## src/rtl/cp0_defs.sv

```systemverilog
// CP0 shared definitions: register indices, exception codes
// and bit-field positions for SR and Cause.
package cp0_defs;

    localparam logic [4:0] REG_SR    = 5'd12;
    localparam logic [4:0] REG_CAUSE = 5'd13;
    localparam logic [4:0] REG_EPC   = 5'd14;
    localparam logic [4:0] REG_PRID  = 5'd15;

    localparam logic [4:0] EXC_INT  = 5'd0;
    localparam logic [4:0] EXC_ADEL = 5'd4;
    localparam logic [4:0] EXC_ADES = 5'd5;
    localparam logic [4:0] EXC_RI   = 5'd10;
    localparam logic [4:0] EXC_OV   = 5'd12;

    localparam int SR_IM_LO  = 10;
    localparam int SR_IM_HI  = 15;
    localparam int SR_EXL    = 1;
    localparam int SR_IE     = 0;
    localparam int CA_BD     = 31;
    localparam int CA_IP_LO  = 10;
    localparam int CA_IP_HI  = 15;
    localparam int CA_EXC_LO = 2;
    localparam int CA_EXC_HI = 6;

endpackage

```

## src/rtl/cp0_trap_arbiter.sv

```systemverilog
// Decides whether to trap this cycle and which ExcCode to record.
// Interrupts win over synchronous exceptions.
module cp0_trap_arbiter
    import cp0_defs::*;
(
    input  logic [5:0] hw_int,
    input  logic [5:0] im,
    input  logic       ie,
    input  logic       exl,
    input  logic [4:0] exc_code,
    output logic       int_req,
    output logic       exc_req,
    output logic       req,
    output logic [4:0] exc_rec
);

    always_comb begin
        int_req = (|(hw_int & im)) & ie & ~exl;
        exc_req = (exc_code != 5'd0) & ~exl;
        req     = int_req | exc_req;
        exc_rec = int_req ? EXC_INT : exc_code;
    end

endmodule

```

## src/rtl/cp0_unit.sv

```systemverilog
// Coprocessor 0: SR/Cause/EPC/PRId registers, trap request
// generation and eret handling for the M stage.
module cp0_unit
    import cp0_defs::*;
#(
    parameter logic [31:0] PRID = 32'h2020_0007
) (
    input  logic        clk,
    input  logic        reset,
    input  logic [4:0]  addr,
    input  logic        we,
    input  logic [31:0] din,
    output logic [31:0] dout,
    input  logic [31:0] pc,
    input  logic        bd,
    input  logic [4:0]  exc_code,
    input  logic        eret,
    input  logic [5:0]  hw_int,
    output logic        req,
    output logic [31:0] epc_out
);

    logic [5:0]  sr_im;
    logic        sr_exl;
    logic        sr_ie;
    logic        cause_bd;
    logic [5:0]  cause_ip;
    logic [4:0]  cause_exc;
    logic [31:0] epc;

    logic        int_req;
    logic        exc_req;
    logic [4:0]  exc_rec;
    logic [31:0] sr_val;
    logic [31:0] cause_val;

    cp0_trap_arbiter u_arb (
        .hw_int   (hw_int),
        .im       (sr_im),
        .ie       (sr_ie),
        .exl      (sr_exl),
        .exc_code (exc_code),
        .int_req  (int_req),
        .exc_req  (exc_req),
        .req      (req),
        .exc_rec  (exc_rec)
    );

    always_comb begin
        sr_val = 32'd0;
        sr_val[SR_IM_HI:SR_IM_LO] = sr_im;
        sr_val[SR_EXL] = sr_exl;
        sr_val[SR_IE]  = sr_ie;
        cause_val = 32'd0;
        cause_val[CA_BD] = cause_bd;
        cause_val[CA_IP_HI:CA_IP_LO] = cause_ip;
        cause_val[CA_EXC_HI:CA_EXC_LO] = cause_exc;
    end

    always_comb begin
        dout = 32'd0;
        case (addr)
            REG_SR:    dout = sr_val;
            REG_CAUSE: dout = cause_val;
            REG_EPC:   dout = epc;
            REG_PRID:  dout = PRID;
            default:   dout = 32'd0;
        endcase
    end

    assign epc_out = epc;

    always_ff @(posedge clk) begin
        if (reset) begin
            sr_im     <= 6'd0;
            sr_exl    <= 1'b0;
            sr_ie     <= 1'b0;
            cause_bd  <= 1'b0;
            cause_ip  <= 6'd0;
            cause_exc <= 5'd0;
            epc       <= 32'd0;
        end else begin
            cause_ip <= hw_int;
            if (req) begin
                sr_exl    <= 1'b1;
                cause_bd  <= bd;
                cause_exc <= exc_rec;
                epc       <= bd ? pc - 32'd4 : pc;
            end else begin
                if (we && addr == REG_SR) begin
                    sr_im  <= din[SR_IM_HI:SR_IM_LO];
                    sr_exl <= din[SR_EXL];
                    sr_ie  <= din[SR_IE];
                end
                if (we && addr == REG_EPC)
                    epc <= din;
                // eret wins over a same-cycle SR write to EXL
                if (eret)
                    sr_exl <= 1'b0;
            end
        end
    end

endmodule

```

## config.mk

```make
export PLATFORM = sky130hd
export DESIGN_NAME = cp0_unit
export DESIGN_NICKNAME = d
export VERILOG_FILES = /design/src/rtl/cp0_defs.sv /design/src/rtl/cp0_trap_arbiter.sv /design/src/rtl/cp0_unit.sv
export SDC_FILE = /design/constraint.sdc
export NUM_CORES = 1
export LEC_CHECK = 0
export ABC_AREA = 1
export BUFFER_PORTS_ARGS = -buffer_cell sky130_fd_sc_hd__buf_2
export CORE_MARGIN = 3
export CORE_UTILIZATION = 45
export CTS_BUF_LIST = sky130_fd_sc_hd__clkbuf_8
export CTS_CLUSTER_DIAMETER = 200
export DETAILED_ROUTE_END_ITERATION = 6
export PLACE_DENSITY = 0.75
export SYNTH_ARGS = -nofsm -noshare
export SYNTH_HDL_FRONTEND = slang
export SYNTH_SLANG_ARGS = --single-unit
```

## constraint.sdc

```tcl
create_clock -name clk -period 2.05 [get_ports clk]
set_input_delay 0.205 -clock clk [delete_from_list [all_inputs] [get_ports clk]]
set_output_delay 0.205 -clock clk [all_outputs]
set_load 0.05 [all_outputs]
```

==> results of run 1 <==
## routing by layer
| layer | vias to the layer above | GRT usage, % | routed length, um |
|---|---|---|---|
| met5 | - | 0 | 0 |
| met4 | 0 | 6.37 | 189 |
| met3 | 14 | 4.54 | 850 |
| met2 | 157 | 41.2 | 5560 |
| li1 | 2144 | - | - |
| met1 | 1884 | 33.5 | 5470 |
## cell type report
| class | count | area share (%) |
|---|---|---|
| inverters | 88 | 7.42 |
| clock inverters | 3 | 0.440 |
| multi-input cells | 433 | 47.6 |
| flip-flops and latches | 52 | 22.9 |
| repair buffers | 154 | 17.3 |
| clock buffers | 5 | 1.51 |
| well taps | 102 | 2.80 |
## path summary, 6_finish.rpt
path | from | endpoint | slack [ns] | cells past startpoint
max | sr_im[2] | req | 0.11 | 7
min | hw_int[1] | cause_ip[1] | 0.09 | 3
max reg2reg | sr_im[1] | epc_out[26] | 0.26 | 10
min reg2reg | cause_exc[0] | cause_exc[0] | 0.47 | 2
## power by group through the flow
stage               logic (W)  registers (W)  clock network (W)
finish               0.000822        0.00114           0.000603
global route         0.000890        0.00114           0.000650
CTS                  0.000817        0.00113           0.000604
detailed placement   0.000813        0.00116                  0
global placement     0.000809        0.00116                  0
floorplan            0.000378        0.00135                  0
## timing repair
action,4_1_cts,5_1_grt
setup buffers,0,0
setup endpoints to repair,1,1
gates resized for setup,1,1
## stage by stage
| step | cells | utilization (%) | power [W] |
|---|---|---|---|
| 3_5_place_dp | 829 | 56.5 | 0.00197 |
| 2_1_floorplan | 595 | - | 0.00173 |
| 3_3_place_gp | 829 | 56.5 | 0.00197 |
| 5_1_grt | 837 | 57.7 | 0.00268 |
| 6_report | 837 | 57.7 | 0.00256 |
| 4_1_cts | 837 | 57.7 | 0.00256 |
## worst max-delay path: cells and delay by family, from the launching register on
kind / cells / cell delay [ns]
flip-flops: 1 / 0.36
buffers and inverters: 2 / 0.45
AND/OR/NAND/NOR: 5 / 0.59
## layout by cell type, fill, tap and decap left out, drive strengths merged, types with 2 or more instances in the layout
master / count
and3: 2
clkinv: 2
nor2: 104
clkbuf: 5
dfxtp: 52
o211ai: 6
inv: 88
a32o: 2
nand3: 36
nor3: 4
a211oi: 4
xor2: 14
buf: 154
a21oi: 34
nand4: 9
nand2: 158
o21ai: 52
## sequential cells by signal, indices dropped and copies added, names as in the netlist
register / count
sr_im: 6
sr_exl: 1
cause_bd: 1
sr_ie: 1
epc_out: 32
cause_ip: 6
cause_exc: 5
## logic make-up (layout without fill, tap and decap cells)
kind of cell | count (synthesis) | in the layout | synth area share, %
flops | 52 | 52 | 28.0
simple gates | 315 | 315 | 38.7
fa+ha+maj | 1 | 1 | 0.337
xor+xnor | 15 | 15 | 3.53
buf+inv | 110 | 250 | 13.7
compound gates | 102 | 102 | 15.8
==> metrics.md, run 1 <==
| Metric | Value |
|---|---|
| Run status | finished clean |
| Num CTS Buffers | 5 |
| Top cell type by total area after synthesis | dfxtp_1 |
| HPWL after DPL | between 9 and 10 mm |
| Main area contributors after synthesis | dfxtp_1, nand2_1, nor2_1 |
| DR DRC count | 0 |
| Clk_skew | approximately 0.011 ns |
| Gate power share | between 30% and 40% |
| Share of cells above drive strength 1 | between 20% and 30% |
| Post-DR vias/cell | approximately 5 |
| Die area | 9390 sq um |
| DRT Pass-1 Iters | 7 |
| Commonest cells in the netlist | nand2_1, nor2_1, inv_1, dfxtp_1, o21ai_0 |
| Critical path type | flip-flop to output port |
| Critical Path Start Type | flip-flop |
| Root buf cell | clkbuf_8 |
| Sw Pwr | just over 0.001 W |
| Syn_nets | 681 |
| # nets final | slightly above 800 |
| DP Area | approximately 4500 sq um |
| First-pass GRT wire length | 19.3 mm |
| Worst path max stage delay | between 0.3 and 0.4 ns |
| Period minus WS final | ~1.9 ns |
| Crit end category | output port |
| Fin Hold WS | about 0.094 ns |
| Crit-path cells | nand2_1 -> and3_4 -> nand2_2 -> nand3_4 -> nand2_8 -> buf_6 -> buf_4 |
| Initial DRC count | 275 |
| Req. time, crit path | roughly 1.9 ns |
| RSZ-0062 raised after global routing | false |
| Type of the tightest min-delay check | input pin to flip-flop |
| Clock latency on the worst-skew pair | a little over 0.3 ns |
| Port bufs | about 150 |
| Final worst slack | between 0.1 and 0.15 ns |
| Hold Buf Count CTS | 0 |
| Asr flop ratio synth | 0% |
| LEAKAGE | approximately 2.4 nW |
| Mapped cell area | 3720 sq um |
| Setup tns final | 0 ns |
| Synth Area per Inst | ~6.2 sq um |
| Die Ht | 96.9 um |
| Final Hold Fails | 0 |
| Yosys warnings | 0 |
| WL final | 12.1 mm |
| Diodes inserted | 0 |
| Post-Synthesis Cells | 595 |
| Starting Density | 47.1% |
| Fin crit share | between 90% and 100% |
| Antenna-violating nets left | 0 |
| Initial antenna violation count | 0 |
| Max Root-Sink Buffers | 2 |
| H-tree depth | 2 |
| Combined area of the multi-input logic cells | 2170 sq um |
| Rows | 32 |
| Endpoints failing setup | 0 |
| Slowest cell on crit path | dfxtp_1 |
| Dominant synthesized flop cell | dfxtp_1 |
| CTS tree | built |
| Max VDD drop | 0.285 mV |
| Non-Filler Cell Area, Final | 4550 sq um |
| Cell-internal power | ~0.0016 W |
| Clk sink count | 52 |
| Worst slew pin tran | about 0.57 ns |
| MaxCap Viol Count | 0 |
| Pin count of the biggest net entering global routing | 35 |
| Slew Limit Fails | 0 |
| Average wire per standard cell | 14.4 um |
| Worst relative slew slack | about 62% |
| Vias post-DR | 4199 |
| Post-synth EDFFs | 0 |
| Clock Pin Slew Worst Setup and Hold Paths | about 0.10 ns |
| Most frequent cell after synthesis | nand2_1 |
| Sequential element share of the synthesized area | between 20% and 30% |
| IO Count | 150 |
| Yosys cell types | 46 |
| GP Congestion | around 0.92 |
| Gr usage total | 24.9% |
| Maximum clock frequency | ~0.52 GHz |
| Register bit count reported by yosys | 52 |
| Fillers | 785 |
| Post-synth top area share | approximately 28% |
| Die Wd | 96.9 um |
| Sequential group share of total power | approximately 44% |
| Pwr per Cell Area | roughly 560 nW/um^2 |
| Area grow syn2layout | 22.5% |
| Switching share of power | between 30 and 40% |
| Crit path DAT | between 1.5 and 2 ns |
| Storage cell area | between 1000 and 1500 sq um |
| Clock power frac | about a quarter |
| Total gr overflow | 0 |
| Crit-path max FO | 21 |
| Post-Place Worst Slack | slightly above 0.3 ns |
| CORE AREA | about 7900 sq um |
| Vias in the first global route | 3921 |
Note: power is estimated with default switching activity, not from simulation.
==> run 2, diff against run 1 <==
--- a/config.mk
+++ b/config.mk
@@ -9,7 +9,7 @@
 export BUFFER_PORTS_ARGS = -buffer_cell sky130_fd_sc_hd__buf_2
 export CORE_MARGIN = 3
 export CORE_UTILIZATION = 45
-export CTS_BUF_LIST = sky130_fd_sc_hd__clkbuf_8
+export CTS_BUF_LIST = sky130_fd_sc_hd__clkbuf_4 sky130_fd_sc_hd__clkbuf_8
 export CTS_CLUSTER_DIAMETER = 200
 export DETAILED_ROUTE_END_ITERATION = 6
 export PLACE_DENSITY = 0.75
==> run 2 against run 1 <==
Register-to-register slack barely moved; sequential cell count did not move; sequential share of layout area barely moved; critical path depth did not move; clock-buffer cell count rose by 1; final cell count did not move; worst hold slack improved by 0.00051 ns; critical path type unchanged; critical endpoint unchanged.
==> metrics.md, run 2 (synthesis results as in run 1) <==
| Metric | Value |
|---|---|
| Met2 Usage GRT | around 40% |
| Crit end category | output port |
| Max VDD drop | 0.284 mV |
| Final worst slack | around 0.11 ns |
| Vias post-DR | 4198 |
| Clock latency on the worst-skew pair | 0.31 ns |
| Type of the tightest min-delay check | input pin to flip-flop |
| Clk_skew | roughly 0.011 ns |
| Post-Place Worst Slack | 0.306 ns |
| HPWL after DPL | 9.58 mm |
| Port bufs | between 100 and 150 |
| CORE AREA | around 8000 sq um |
| Clock Pin Slew Worst Setup and Hold Paths | 0.10 ns |
| Pin count of the biggest net entering global routing | 35 |
| Hold Buf Count CTS | 0 |
| RSZ-0062 raised after global routing | false |
| Slew Limit Fails | 0 |
| Fin crit share | 94.7% |
| DRT Pass-1 Iters | 5 |
| Commonest non-fill, non-tap cell in the layout | nand2_1 |
| Run status | finished clean |
| Req. time, crit path | 1.85 ns |
| Clk sink count | 52 |
| Slowest cell on crit path | dfxtp_1 |
| Rows | 32 |
| H-tree depth | 2 |
| Largest register FFs | 32 |
| M1 GR Usage | 33.5% |
| Initial DRC count | 271 |
| Starting Density | 47.1% |
| WL final | about 12 mm |
| Cell-internal power | approximately 0.0016 W |
| Share of cells above drive strength 1 | a little over a quarter |
| Switching share of power | between 30% and 40% |
| Initial antenna violation count | 0 |
| Area grow syn2layout | 22.6% |
| Endpoints failing setup | 0 |
| Die area | 9390 sq um |
| Worst relative slew slack | between 60 and 70% |
| MaxCap Viol Count | 0 |
| Sw Pwr | 0.00100 W |
| Number of setup buffers added after CTS | 0 |
| Worst slew pin tran | about 0.57 ns |
| Maximum clock frequency | approximately 0.52 GHz |
| DR DRC count | 0 |
| Die Wd | 96.9 um |
| Average wire per standard cell | roughly 14 um |
| # nets final | between 800 and 900 |
| Antenna-violating nets left | 0 |
| Post-DR vias/cell | 5.02 |
| First-pass GRT wire length | 19.3 mm |
| Pwr per Cell Area | around 570 nW/um^2 |
| Critical path type | flip-flop to output port |
| Crit-path max FO | 21 |
| Num CTS Buffers | 5 |
| Vias in the first global route | 3921 |
| Crit-path cells | nand2_1 -> and3_4 -> nand2_2 -> nand3_4 -> nand2_8 -> buf_6 -> buf_4 |
| Final Hold Fails | 0 |
| Die Ht | approximately 97 um |
| Total gr overflow | 0 |
| Overall Power | roughly 0.0026 W |
| Crit path DAT | around 1.7 ns |
| Gate power share | about a third |
| Global Route met3 Usage | under 10% |
| Max Root-Sink Buffers | 2 |
| Critical Path Start Type | flip-flop |
| Diodes inserted | 0 |
| GP Congestion | 0.924 |
| Worst path max stage delay | about 0.36 ns |
| Gr usage total | roughly a quarter |
| Clock power frac | 24.0% |
| Root buf cell | clkbuf_8 |
| Most frequent cells in the layout | nand2_1, buf_2, nor2_1 |
| CTS tree | built |
| Sequential group share of total power | ~44% |
| Most used routing layer | met2 |
| LEAKAGE | about 2.4 nW |
| IO Count | 150 |
| Fin Hold WS | between 0.09 and 0.1 ns |
| Period minus WS final | slightly below 2 ns |
| Setup tns final | 0 ns |
run 2: cell types whose count changed in the layout (fill, tap and decap cells not counted):
cell	before	now
clkbuf_4	0	1
inv_1	84	83
run 2: stage by stage:
stage	util, %	area [sq um]	instances
after floorplan	-	3720	595
after global placement	56.5	4460	829
after detailed placement	56.5	4460	829
after CTS	57.7	4550	837
after global routing	57.8	4560	837
final	57.8	4560	837
run 2: power by group through the flow:
stage | Clock (W) | Sequential [W] | Combinational, W
floorplan | 0 | 0.00135 | 0.000378
global placement | 0 | 0.00116 | 0.000809
detailed placement | 0 | 0.00116 | 0.000813
CTS | 0.000622 | 0.00113 | 0.000817
global route | 0.000668 | 0.00114 | 0.000890
finish | 0.000620 | 0.00114 | 0.000821
run 2: worst max-delay path: cells and delay by family, from the launching register on:
| family | cells | cell delay, ns |
|---|---|---|
| simple gates | 5 | 0.59 |
| flops | 1 | 0.36 |
| buf+inv | 2 | 0.45 |
run 2: repair_timing:
action | CTS | global route
cloned | 0 | 0
gates resized for setup | 1 | 1
setup endpoints to repair | 1 | 1
endpoints found under the hold margin | 0 | 0
run 2: cell type report:
cell class	count	area [sq um]
Fill cell	783	3330
Multi-Input combinational cell	433	2170
Sequential cell	52	1040
Timing Repair Buffer	154	790
Inverter	88	338
Tap cell	102	128
Clock buffer	6	76.3
Clock inverter	2	16.3
run 2: path summary, 6_finish.rpt:
check,start,to,slack [ns],cells after the start
setup reg to reg,sr_im[1],epc_out[30],0.25,10
hold / removal,hw_int[1],cause_ip[1],0.09,3
setup / recovery,sr_im[2],req,0.11,7
hold reg to reg,cause_exc[0],cause_exc[0],0.47,2
run 2: routing by layer:
layer	up-vias	routed length [um]
li1	2144	-
met1	1880	5430
met2	160	5530
met3	14	907
met4	0	189
met5	-	0
